### src/rtl/regfile_arbiter.sv
// Round-robin arbiter sharing one register-file port (2 read, 1 write) between two requesters.
// Optional WAIT-state timeout is enabled by defining RF_TIMEOUT_EN.
module regfile_arbiter #(
   parameter int DW      = 16,
   parameter int AW      = 5,
   parameter int TIMEOUT = 32
) (
   input  logic            clk,
   input  logic            rst,
   input  logic [1:0]      req,
   input  logic [5:0]      ops,
   input  logic [2*AW-1:0] raddr1,
   input  logic [2*AW-1:0] raddr2,
   input  logic [2*AW-1:0] waddr,
   input  logic [2*DW-1:0] wdata,
   output logic [1:0]      gnt,
   output logic [1:0]      done,
   output logic [1:0]      err,
   output logic [DW-1:0]   rdata1,
   output logic [DW-1:0]   rdata2,
   output logic            rf_valid,
   output logic [2:0]      rf_ops,
   output logic [AW-1:0]   rf_raddr1,
   output logic [AW-1:0]   rf_raddr2,
   output logic [AW-1:0]   rf_waddr,
   output logic [DW-1:0]   rf_wdata,
   input  logic [DW-1:0]   rf_rdata1,
   input  logic [DW-1:0]   rf_rdata2,
   input  logic            rf_done
);

   typedef enum logic [1:0] {IDLE, ISSUE, WAIT, RESP} state_t;

   state_t          state, state_d;
   logic            lp, lp_d;
   logic            w, w_d, w_sel;
   logic [2:0]      cmd_ops, cmd_ops_d;
   logic [AW-1:0]   cmd_ra1, cmd_ra1_d;
   logic [AW-1:0]   cmd_ra2, cmd_ra2_d;
   logic [AW-1:0]   cmd_wa, cmd_wa_d;
   logic [DW-1:0]   cmd_wd, cmd_wd_d;
   logic [1:0]      gnt_d, done_d;
   logic [DW-1:0]   rdata1_d, rdata2_d;
   logic            rf_valid_d;
   logic [2:0]      rf_ops_d;

`ifdef RF_TIMEOUT_EN
   localparam int CW = $clog2(TIMEOUT + 1);
   logic [CW-1:0]   cnt, cnt_d;
   logic            tmo, tmo_d;
   logic [1:0]      err_q, err_d;
`else
   localparam int unused_timeout = TIMEOUT;
`endif

   assign rf_raddr1 = cmd_ra1;
   assign rf_raddr2 = cmd_ra2;
   assign rf_waddr  = cmd_wa;
   assign rf_wdata  = cmd_wd;

   always_comb begin
      // NOTE: every signal assigned below gets a default first so no path leaves it unassigned (no latch).
      state_d    = state;
      lp_d       = lp;
      w_d        = w;
      w_sel      = 1'b0;
      cmd_ops_d  = cmd_ops;
      cmd_ra1_d  = cmd_ra1;
      cmd_ra2_d  = cmd_ra2;
      cmd_wa_d   = cmd_wa;
      cmd_wd_d   = cmd_wd;
      gnt_d      = 2'b00;
      done_d     = 2'b00;
      rdata1_d   = rdata1;
      rdata2_d   = rdata2;
      rf_valid_d = 1'b0;
      rf_ops_d   = 3'b000;
`ifdef RF_TIMEOUT_EN
      cnt_d      = cnt;
      tmo_d      = tmo;
      err_d      = 2'b00;
`endif
      case (state)
         IDLE: begin
            if (req != 2'b00) begin
               // Contention goes to the requester that was not served last.
               w_sel      = (req == 2'b11) ? ~lp : req[1];
               w_d        = w_sel;
               cmd_ops_d  = w_sel ? ops[5:3]          : ops[2:0];
               cmd_ra1_d  = w_sel ? raddr1[2*AW-1:AW] : raddr1[AW-1:0];
               cmd_ra2_d  = w_sel ? raddr2[2*AW-1:AW] : raddr2[AW-1:0];
               cmd_wa_d   = w_sel ? waddr[2*AW-1:AW]  : waddr[AW-1:0];
               cmd_wd_d   = w_sel ? wdata[2*DW-1:DW]  : wdata[DW-1:0];
               gnt_d      = w_sel ? 2'b10 : 2'b01;
               rf_valid_d = 1'b1;
               rf_ops_d   = cmd_ops_d;
               state_d    = ISSUE;
            end
         end
         ISSUE: begin
`ifdef RF_TIMEOUT_EN
            cnt_d = '0;
            tmo_d = 1'b0;
`endif
            state_d = (cmd_ops == 3'b000) ? RESP : WAIT;
         end
         WAIT: begin
            if (rf_done) begin
               rdata1_d = rf_rdata1;
               rdata2_d = rf_rdata2;
               state_d  = RESP;
            end
`ifdef RF_TIMEOUT_EN
            else if (cnt == CW'(TIMEOUT - 1)) begin
               rdata1_d = '0;
               rdata2_d = '0;
               tmo_d    = 1'b1;
               state_d  = RESP;
            end else begin
               cnt_d = cnt + CW'(1);
            end
`endif
         end
         RESP: begin
            done_d  = w ? 2'b10 : 2'b01;
`ifdef RF_TIMEOUT_EN
            err_d   = tmo ? done_d : 2'b00;
`endif
            lp_d    = w;
            state_d = IDLE;
         end
         default: state_d = IDLE;
      endcase
   end

   // NOTE: sequential state uses non-blocking assignments so all registers update from pre-edge values.
   always_ff @(posedge clk) begin
      if (rst) begin
         state    <= IDLE;
         lp       <= 1'b1;
         w        <= 1'b0;
         cmd_ops  <= 3'b000;
         cmd_ra1  <= '0;
         cmd_ra2  <= '0;
         cmd_wa   <= '0;
         cmd_wd   <= '0;
         gnt      <= 2'b00;
         done     <= 2'b00;
         rdata1   <= '0;
         rdata2   <= '0;
         rf_valid <= 1'b0;
         rf_ops   <= 3'b000;
      end else begin
         state    <= state_d;
         lp       <= lp_d;
         w        <= w_d;
         cmd_ops  <= cmd_ops_d;
         cmd_ra1  <= cmd_ra1_d;
         cmd_ra2  <= cmd_ra2_d;
         cmd_wa   <= cmd_wa_d;
         cmd_wd   <= cmd_wd_d;
         gnt      <= gnt_d;
         done     <= done_d;
         rdata1   <= rdata1_d;
         rdata2   <= rdata2_d;
         rf_valid <= rf_valid_d;
         rf_ops   <= rf_ops_d;
      end
   end

`ifdef RF_TIMEOUT_EN
   always_ff @(posedge clk) begin
      if (rst) begin
         cnt   <= '0;
         tmo   <= 1'b0;
         err_q <= 2'b00;
      end else begin
         cnt   <= cnt_d;
         tmo   <= tmo_d;
         err_q <= err_d;
      end
   end
   assign err = err_q;
`else
   assign err = 2'b00;
`endif

endmodule

### config.mk
export PLATFORM = sky130hd
export DESIGN_NAME = regfile_arbiter
export DESIGN_NICKNAME = d
export VERILOG_FILES = /design/src/rtl/regfile_arbiter.sv
export SDC_FILE = /design/constraint.sdc
export NUM_CORES = 1
export LEC_CHECK = 0
export CAP_MARGIN = 20
export CORE_MARGIN = 2
export CORE_UTILIZATION = 37
export CTS_CLUSTER_DIAMETER = 100
export DETAILED_ROUTE_END_ITERATION = 10
export PLACE_DENSITY_LB_ADDON = 0.05
export SLEW_MARGIN = 20
export SYNTH_ARGS = -nofsm -noshare
export SYNTH_HDL_FRONTEND = slang
export SYNTH_SLANG_ARGS = --single-unit
export TNS_END_PERCENT = 100
### constraint.sdc
create_clock -name clk -period 2 [get_ports clk]
set_input_delay 0.2 -clock clk [delete_from_list [all_inputs] [get_ports clk]]
set_output_delay 0.2 -clock clk [all_outputs]
set_load 0.1 [all_outputs]
Yosys cells after proc, flatten, opt, wreduce, memory -nomap -nowiden
Cells that the tools add are included.
W data, S select, Z words.
{"block": "word_totals", "word_cells": 46, "in_bits": 105, "register_bits": 78, "output_inout_bits": 73}
{"block": "classes", "n_reduce_logical": 9, "eq_ne": 6, "mux": 13, "bitwise_logic": 4}
{"op": "$mux W16", "n": 1}
{"op": "$mux W5", "n": 3}
{"op": "$mux W2", "n": 4}
{"op": "$pmux W2 S4", "n": 1}
{"op": "$eq A2 B2 Y1 const B", "n": 3}
{"op": "$reduce_and A2 Y1", "n": 3}
{"op": "$ne A2 B2 Y1 const B", "n": 2}
{"op": "$not A1 Y1", "n": 4}
{"op": "$reduce_or A2 Y1", "n": 2}
{"op": "$logic_not A3 Y1", "n": 1}
{"op": "$mux W1", "n": 3}
{"op": "$mux W3", "n": 1}
{"op": "$reduce_or A3 Y1", "n": 1}
{"op": "$eq A2 B1 Y1 const B", "n": 1}
{"op": "$logic_not A2 Y1", "n": 1}
{"op": "$reduce_bool A2 Y1", "n": 1}

Depth between registers and ports, before layout
Gate-level depths: netlist of run 1.
{"block": "depth", "depth_word": 3, "depth_mapped": 7, "mapped_depth_nobuf": 5}

Least setup slack after synthesis of run 1
OpenSTA, ideal clock, no wires.
{"block": "synth_path", "path_type": "register -> register", "from": "reg state[0]", "to": "reg cmd_ra2[0] (netlist: rf_raddr2[0])", "path_buffers": 2, "arrival_time_ps": 1546, "stages_incl_launch_ff": 8, "required_time_ps": 1878, "path_slack_ps": 332, "synth_period_minus_slack_ps": 1668, "setup_time_ps": 122, "cell_sequence": "dfxtp_1 -> inv_1 -> ha_1 -> nor2b_2 -> and3_4 -> buf_6 -> buf_6 -> a221o_1"}
{"block": "synth_via", "elab_chain_len": 2}
{"element": "from (decl)", "line_no": "34", "text": "state_t state, state_d;"}
{"element": "from (signal assigned)", "line_no": "154", "text": "state <= state_d;"}
{"element": "$logic_not A2 Y1", "line_no": "83", "text": "case (state)"}
{"element": "$reduce_and A2 Y1 (no source line)"}
{"element": "to (signal assigned)", "line_no": "159", "text": "cmd_ra2 <= cmd_ra2_d;"}
{"element": "to (decl)", "line_no": "39", "text": "logic [AW-1:0] cmd_ra2, cmd_ra2_d;"}
Every way passes these cells.
A chain may end at the register's enable or synchronous reset.

Final worst setup path of run 1
{"block": "layout_path", "from": "reg state[0]", "to": "reg cmd_ops[1]"}
{"block": "layout_via", "elab_chain_len": 2}
{"element": "$logic_not A2 Y1", "line_no": "83"}
{"element": "$reduce_and A2 Y1 (no source line)"}
{"element": "to (signal assigned)", "line_no": "157", "text": "cmd_ops <= cmd_ops_d;"}
{"element": "to (decl)", "line_no": "37", "text": "logic [2:0] cmd_ops, cmd_ops_d;"}
Every way passes these cells.

==> results.yml, run 1 <==
outcome:
  status: "finished clean"
floorplan:
  dieArea_um2: 8810
  num_io_pins: 178
  start_util_pct: 38.5
  coreArea_um2: 7770
  die_h_um: 93.9
  die-width_um: 93.9
  rows: 32
logic_synthesis:
  ys_top_cells_by_area: "dfxtp_1, a221o_1, nor3b_1"
  yosys.area.top_type: "dfxtp_1"
  ys_ff_latch: 78
  synth_cell_types: 31
  yosysWarnings: 0
  syn-cell-area_um2: 2990
  synth-edff-count: 0
  synth.top_cell.area_share_pct: 52.2
  synth_most_common_cell: "dfxtp_1"
  async_reset_ff_share_pct: 0
  avgSynthCellArea_um2: 9.74
  syn-instance-count: 307
  yosys-top-cells-count: "dfxtp_1, nand2_1, nor3b_1"
  ys.flop_type: "dfxtp_1"
  ys_seq_area_share_pct: 52.2
drt:
  totalWireLength_um: 8600
  drc_errors: 0
  drtAntennaViolNets: 0
  wire_per_inst_um: 14.8
  vias_per_cell: 4.88
  dr.pass1.iters: 4
  drt_iter0_markers: 118
  vias: 2831
layout:
  synthToLayoutAreaGrowth_pct: 61.6
  fillers: 670
  antenna_cells: 0
  nets: 583
  drive_gt1_share_pct: 20.9
  final_area_um2: 4830
worst_setup_path:
  critical_path_required_ns: 2.23
  critPathTopFamily: "simple AND/OR/NAND/NOR gates"
  critPathKind: "reg2reg"
  worst-path-buf-inv: 2
  slowest_stage: "dfxtp_1"
  cp_max_fo: 34
  path_cells: "inv_1 -> ha_1 -> nor2b_2 -> and3_1 -> buf_12 -> a221o_1"
  crit_arrival_ns: 2.06
  crit_path_start_kind: "flop"
  crit_path_max_incr_delay_ns: 0.38
  end_kind: "flop"
clocking:
  insertion_delay_ns: 0.34
  htree_levels: 3
  cts_tree: "built"
  cts_setup_buffers: 0
  clk_pin_slew_ns: 0.09
  root_buffer: "clkbuf_8"
  numCtsBuffers: 9
  cts_hold_buf: 0
  cts_sinks: 78
  clockBufferDepth: 2
  cts_resized: 0
timing:
  fmax_mhz: 548
  setup_violations: 0
  hold_slack_ns: 0.162
  final.period_utilization_pct: 91.2
  rsz0062_at_grt: "no"
  slew_violations: 0
  clock_skew_ns: 0.0117
  period_needed_ns: 1.82
  finalSetupTns_ns: 0
  hold_viol_final: 0
placed_design:
  port_buffers: 175
  dpl.hpwl_um: 5960
  gp_congestion: 0.785
  placed_cell_area_um2: 4630
global_route:
  antenna_found_initial: 0
  grt_max_degree: 73
  grt_pass1_vias: 2726
  grt-ovfl-total: 0
  grt_pass1_wl_um: 13300
  grt_usage_pct: 19.1
pwr:
  leakagePower_nw: 1.94
  power_density_nw_per_um2: 1450
  vdd_drop_max_mv: 0.603
min_path:
  holdCritPathClass: "in2reg"
run:
  maxCapViolCount: 0
-- layout by cell type, fill, tap and decap left out, types with 2 or more instances in the layout --
master | netlist | layout
nor3b_1 | 35 | 35
buf_4 | 3 | 76
a21o_1 | 2 | 2
clkbuf_8 | 0 | 9
a221o_1 | 34 | 34
buf_12 | 0 | 3
inv_6 | 0 | 2
conb_1 | 1 | 2
inv_1 | 2 | 2
a22o_1 | 3 | 3
dfxtp_1 | 78 | 78
nand2b_1 | 2 | 2
a21oi_1 | 33 | 33
o21a_1 | 2 | 2
nand2_1 | 66 | 66
ha_1 | 5 | 5
clkdlybuf4s50_1 | 0 | 103
-- registers in the layout (all words and copies together) (netlist names), 2 cells and up --
signal	count
rdata2	16
gnt	2
rdata1	16
cmd_ops	3
rf_ops	3
rf_waddr	5
rf_raddr1	5
state	2
rf_wdata	16
done	2
rf_raddr2	5
-- cell families (layout without fill, tap and decap cells) --
group / Yosys count / count (layout) / share of synthesized area, %
simple gates: 115 / 115 / 20.3
flops: 78 / 78 / 52.2
compound gates: 77 / 77 / 19.6
buf+inv: 31 / 201 / 5.61
fa+ha+maj: 5 / 5 / 2.09
other cells: 1 / 2 / 0.125
-- through the flow --
step | std cells | util (%) | worst slack (ns) | power [mW]
final | 580 | 62.2 | 0.175 | 6.99
after global placement | 564 | 59.6 | 0.289 | 5.78
after global routing | 580 | 62.2 | 0.0564 | 7.29
after CTS | 580 | 62.2 | 0.168 | 7.06
after detailed placement | 564 | 59.6 | 0.189 | 5.84
after floorplan | 308 | - | 0.332 | 4.93
-- per-layer routing --
| layer | global-route usage, % | share of wire (%) | vias up |
|---|---|---|---|
| li1 | - | - | 1425 |
| met2 | 31.1 | 47 | 93 |
| met5 | 0 | 0 | - |
| met3 | 4.74 | 7.3 | 10 |
| met4 | 7.85 | 1.3 | 0 |
| met1 | 24.1 | 44 | 1303 |
-- worst min-delay path, delay by kind of cell --
kind / cells / cell delay (ns)
simple gates: 1 / 0.06
compound gates: 1 / 0.09
buf+inv: 1 / 0.12
-- final cells by class --
cell class	count	area, um2	share of cell area (%)
repair buffers	183	1670	34.5
flip-flops and latches	78	1560	32.3
multi-input cells	199	1260	26.2
well taps	102	128	2.64
clock buffers	9	124	2.56
clock inverters	7	80.1	1.66
inverters	2	7.51	0.155
-- path summary, 6_finish.rpt --
check	slack, ns	end	start	depth (start not counted)
setup / recovery	0.18	cmd_ops[1]	state[0]	6
hold / removal	0.16	rf_valid	rst	3
setup reg to reg	0.18	cmd_ops[1]	state[0]	6
hold reg to reg	0.46	rdata2[10]	rdata2[10]	2
-- where the power goes --
| part | internal (mW) | switching, mW |
|---|---|---|
| clock | 0.594 | 0.609 |
| combinational | 1.00 | 2.74 |
| sequential | 1.88 | 0.166 |
| total | 3.48 | 3.51 |
Power figures use the tool's default switching activity.
==> run 2: changes to the inputs <==
- MAX_ROUTING_LAYER: unset -> met4
==> run 2 against run 1 <==
  * Fmax increased by 0.12%
  * Wire length down 0.15%
  * Sequential power hardly changed
  * Cell area did not move
  * Clock skew up 0.0029 ns
  * Combinational power is essentially flat
  * Hold slack got worse by 0.0026 ns
  * Final cell count did not move
  * Die area unchanged
  * Clock power hardly changed
  * Flip-flop and latch count unchanged
  * Critical path depth unchanged
==> results.yml, run 2 (synthesis results as in run 1) <==
floorplan:
  num_io_pins: 178
  die-width_um: 93.9
  start_util_pct: 38.5
  rows: 32
  die_h_um: 93.9
  dieArea_um2: 8810
  coreArea_um2: 7770
global_route:
  grt-ovfl-total: 0
  grt_use_met2_pct: 31.0
  grt_usage_pct: 19.6
  gr-usage-met3_pct: 3.69
  antenna_found_initial: 0
  grt_pass1_vias: 2712
  grt_max_degree: 73
  grt_pass1_wl_um: 13400
  grt_busiest_layer: "met2"
  met1_usage_pct: 24.9
timing:
  hold_viol_final: 0
  fmax_mhz: 549
  slew_violations: 0
  period_needed_ns: 1.82
  clock_skew_ns: 0.0146
  rsz0062_at_grt: "no"
  setup_violations: 0
  finalSetupTns_ns: 0
  final.period_utilization_pct: 91.1
layout:
  nets: 583
  final_cell_mix: "clkdlybuf4s50_1, dfxtp_1, buf_4"
  antenna_cells: 0
  synthToLayoutAreaGrowth_pct: 61.6
  multi_input_area_um2: 1260
  drive_gt1_share_pct: 20.9
  final_common_cell: "clkdlybuf4s50_1"
  final_util_pct: 62.2
  final_area_um2: 4830
  fillers: 670
  seqCellArea_um2: 1560
drt:
  wire_per_inst_um: 14.8
  drtAntennaViolNets: 0
  drc_errors: 0
  drt_iter0_markers: 147
  totalWireLength_um: 8580
  vias: 2870
  dr.pass1.iters: 4
  vias_per_cell: 4.95
pwr:
  finalPower_mw: 7.00
  power_density_nw_per_um2: 1450
  vdd_drop_max_mv: 0.603
  leakagePower_nw: 1.94
clocking:
  root_buffer: "clkbuf_8"
  cts_setup_buffers: 0
  cts_sinks: 78
  clk_pin_slew_ns: 0.09
  cts_resized: 0
  cts_hold_buf: 0
  insertion_delay_ns: 0.35
  clockBufferDepth: 2
  htree_levels: 3
  numCtsBuffers: 9
  cts_tree: "built"
worst_setup_path:
  critical_path_required_ns: 2.23
  crit_path_start_kind: "flop"
  path_cells: "inv_1 -> ha_1 -> nor2b_2 -> and3_1 -> buf_12 -> a221o_1"
  cp_max_fo: 34
  worst-path-buf-inv: 2
  critPathKind: "reg2reg"
  crit_arrival_ns: 2.05
  end_kind: "flop"
  crit_path_max_incr_delay_ns: 0.38
  critPathTopFamily: "simple AND/OR/NAND/NOR gates"
  slowest_stage: "dfxtp_1"
min_path:
  holdCritPathClass: "in2reg"
placed_design:
  gp_congestion: 0.796
  placed_cell_area_um2: 4630
  dpl.hpwl_um: 5960
  port_buffers: 175
outcome:
  status: "finished clean"
run:
  maxCapViolCount: 0
==> run 2: through the flow <==
step	hold slack [ns]	setup slack, ns	std cells
global placement	0.441	0.289	564
detailed placement	0.447	0.189	564
finish	0.159	0.177	580
CTS	0.141	0.168	580
floorplan	0.310	0.332	308
global route	0.154	0.0564	580
==> run 2: power breakdown <==
group / leakage (nW) / total, mW / switching, mW / internal, mW
Clock: 0.102 / 1.21 / 0.617 / 0.594
Combinational: 1.20 / 3.74 / 2.74 / 1.00
Sequential: 0.637 / 2.05 / 0.166 / 1.88
==> run 2: area by class of cell <==
class	count	area share [%]
repair buffers	183	34.5
flip-flops and latches	78	32.3
multi-input cells	199	26.2
well taps	102	2.64
clock buffers	9	2.56
clock inverters	7	1.66
inverters	2	0.155
==> run 2: path summary, 6_finish.rpt <==
check	start	to	slack (ns)	cells past startpoint
max reg2reg	state[0]	rf_raddr2[1]	0.18	6
min reg2reg	rdata2[10]	rdata2[10]	0.46	2
max	state[0]	rf_raddr2[1]	0.18	6
min	rst	rf_valid	0.16	3
==> run 2: worst register-to-register path: cells and delay by family, from the launching register on <==
family                   cells  cell delay [ns]
AND/OR/NAND/NOR              2             0.44
flip-flops                   1             0.38
buffers and inverters        2             0.33
AO/OA/AOI/OAI                1             0.31
adder cells (fa/ha/maj)      1             0.24
==> run 2: routing by layer <==
layer / wire (um) / vias up
li1: - / 1423
met1: 3780 / 1335
met2: 4100 / 102
met3: 589 / 10
met4: 110 / 0
met5: 0 / -
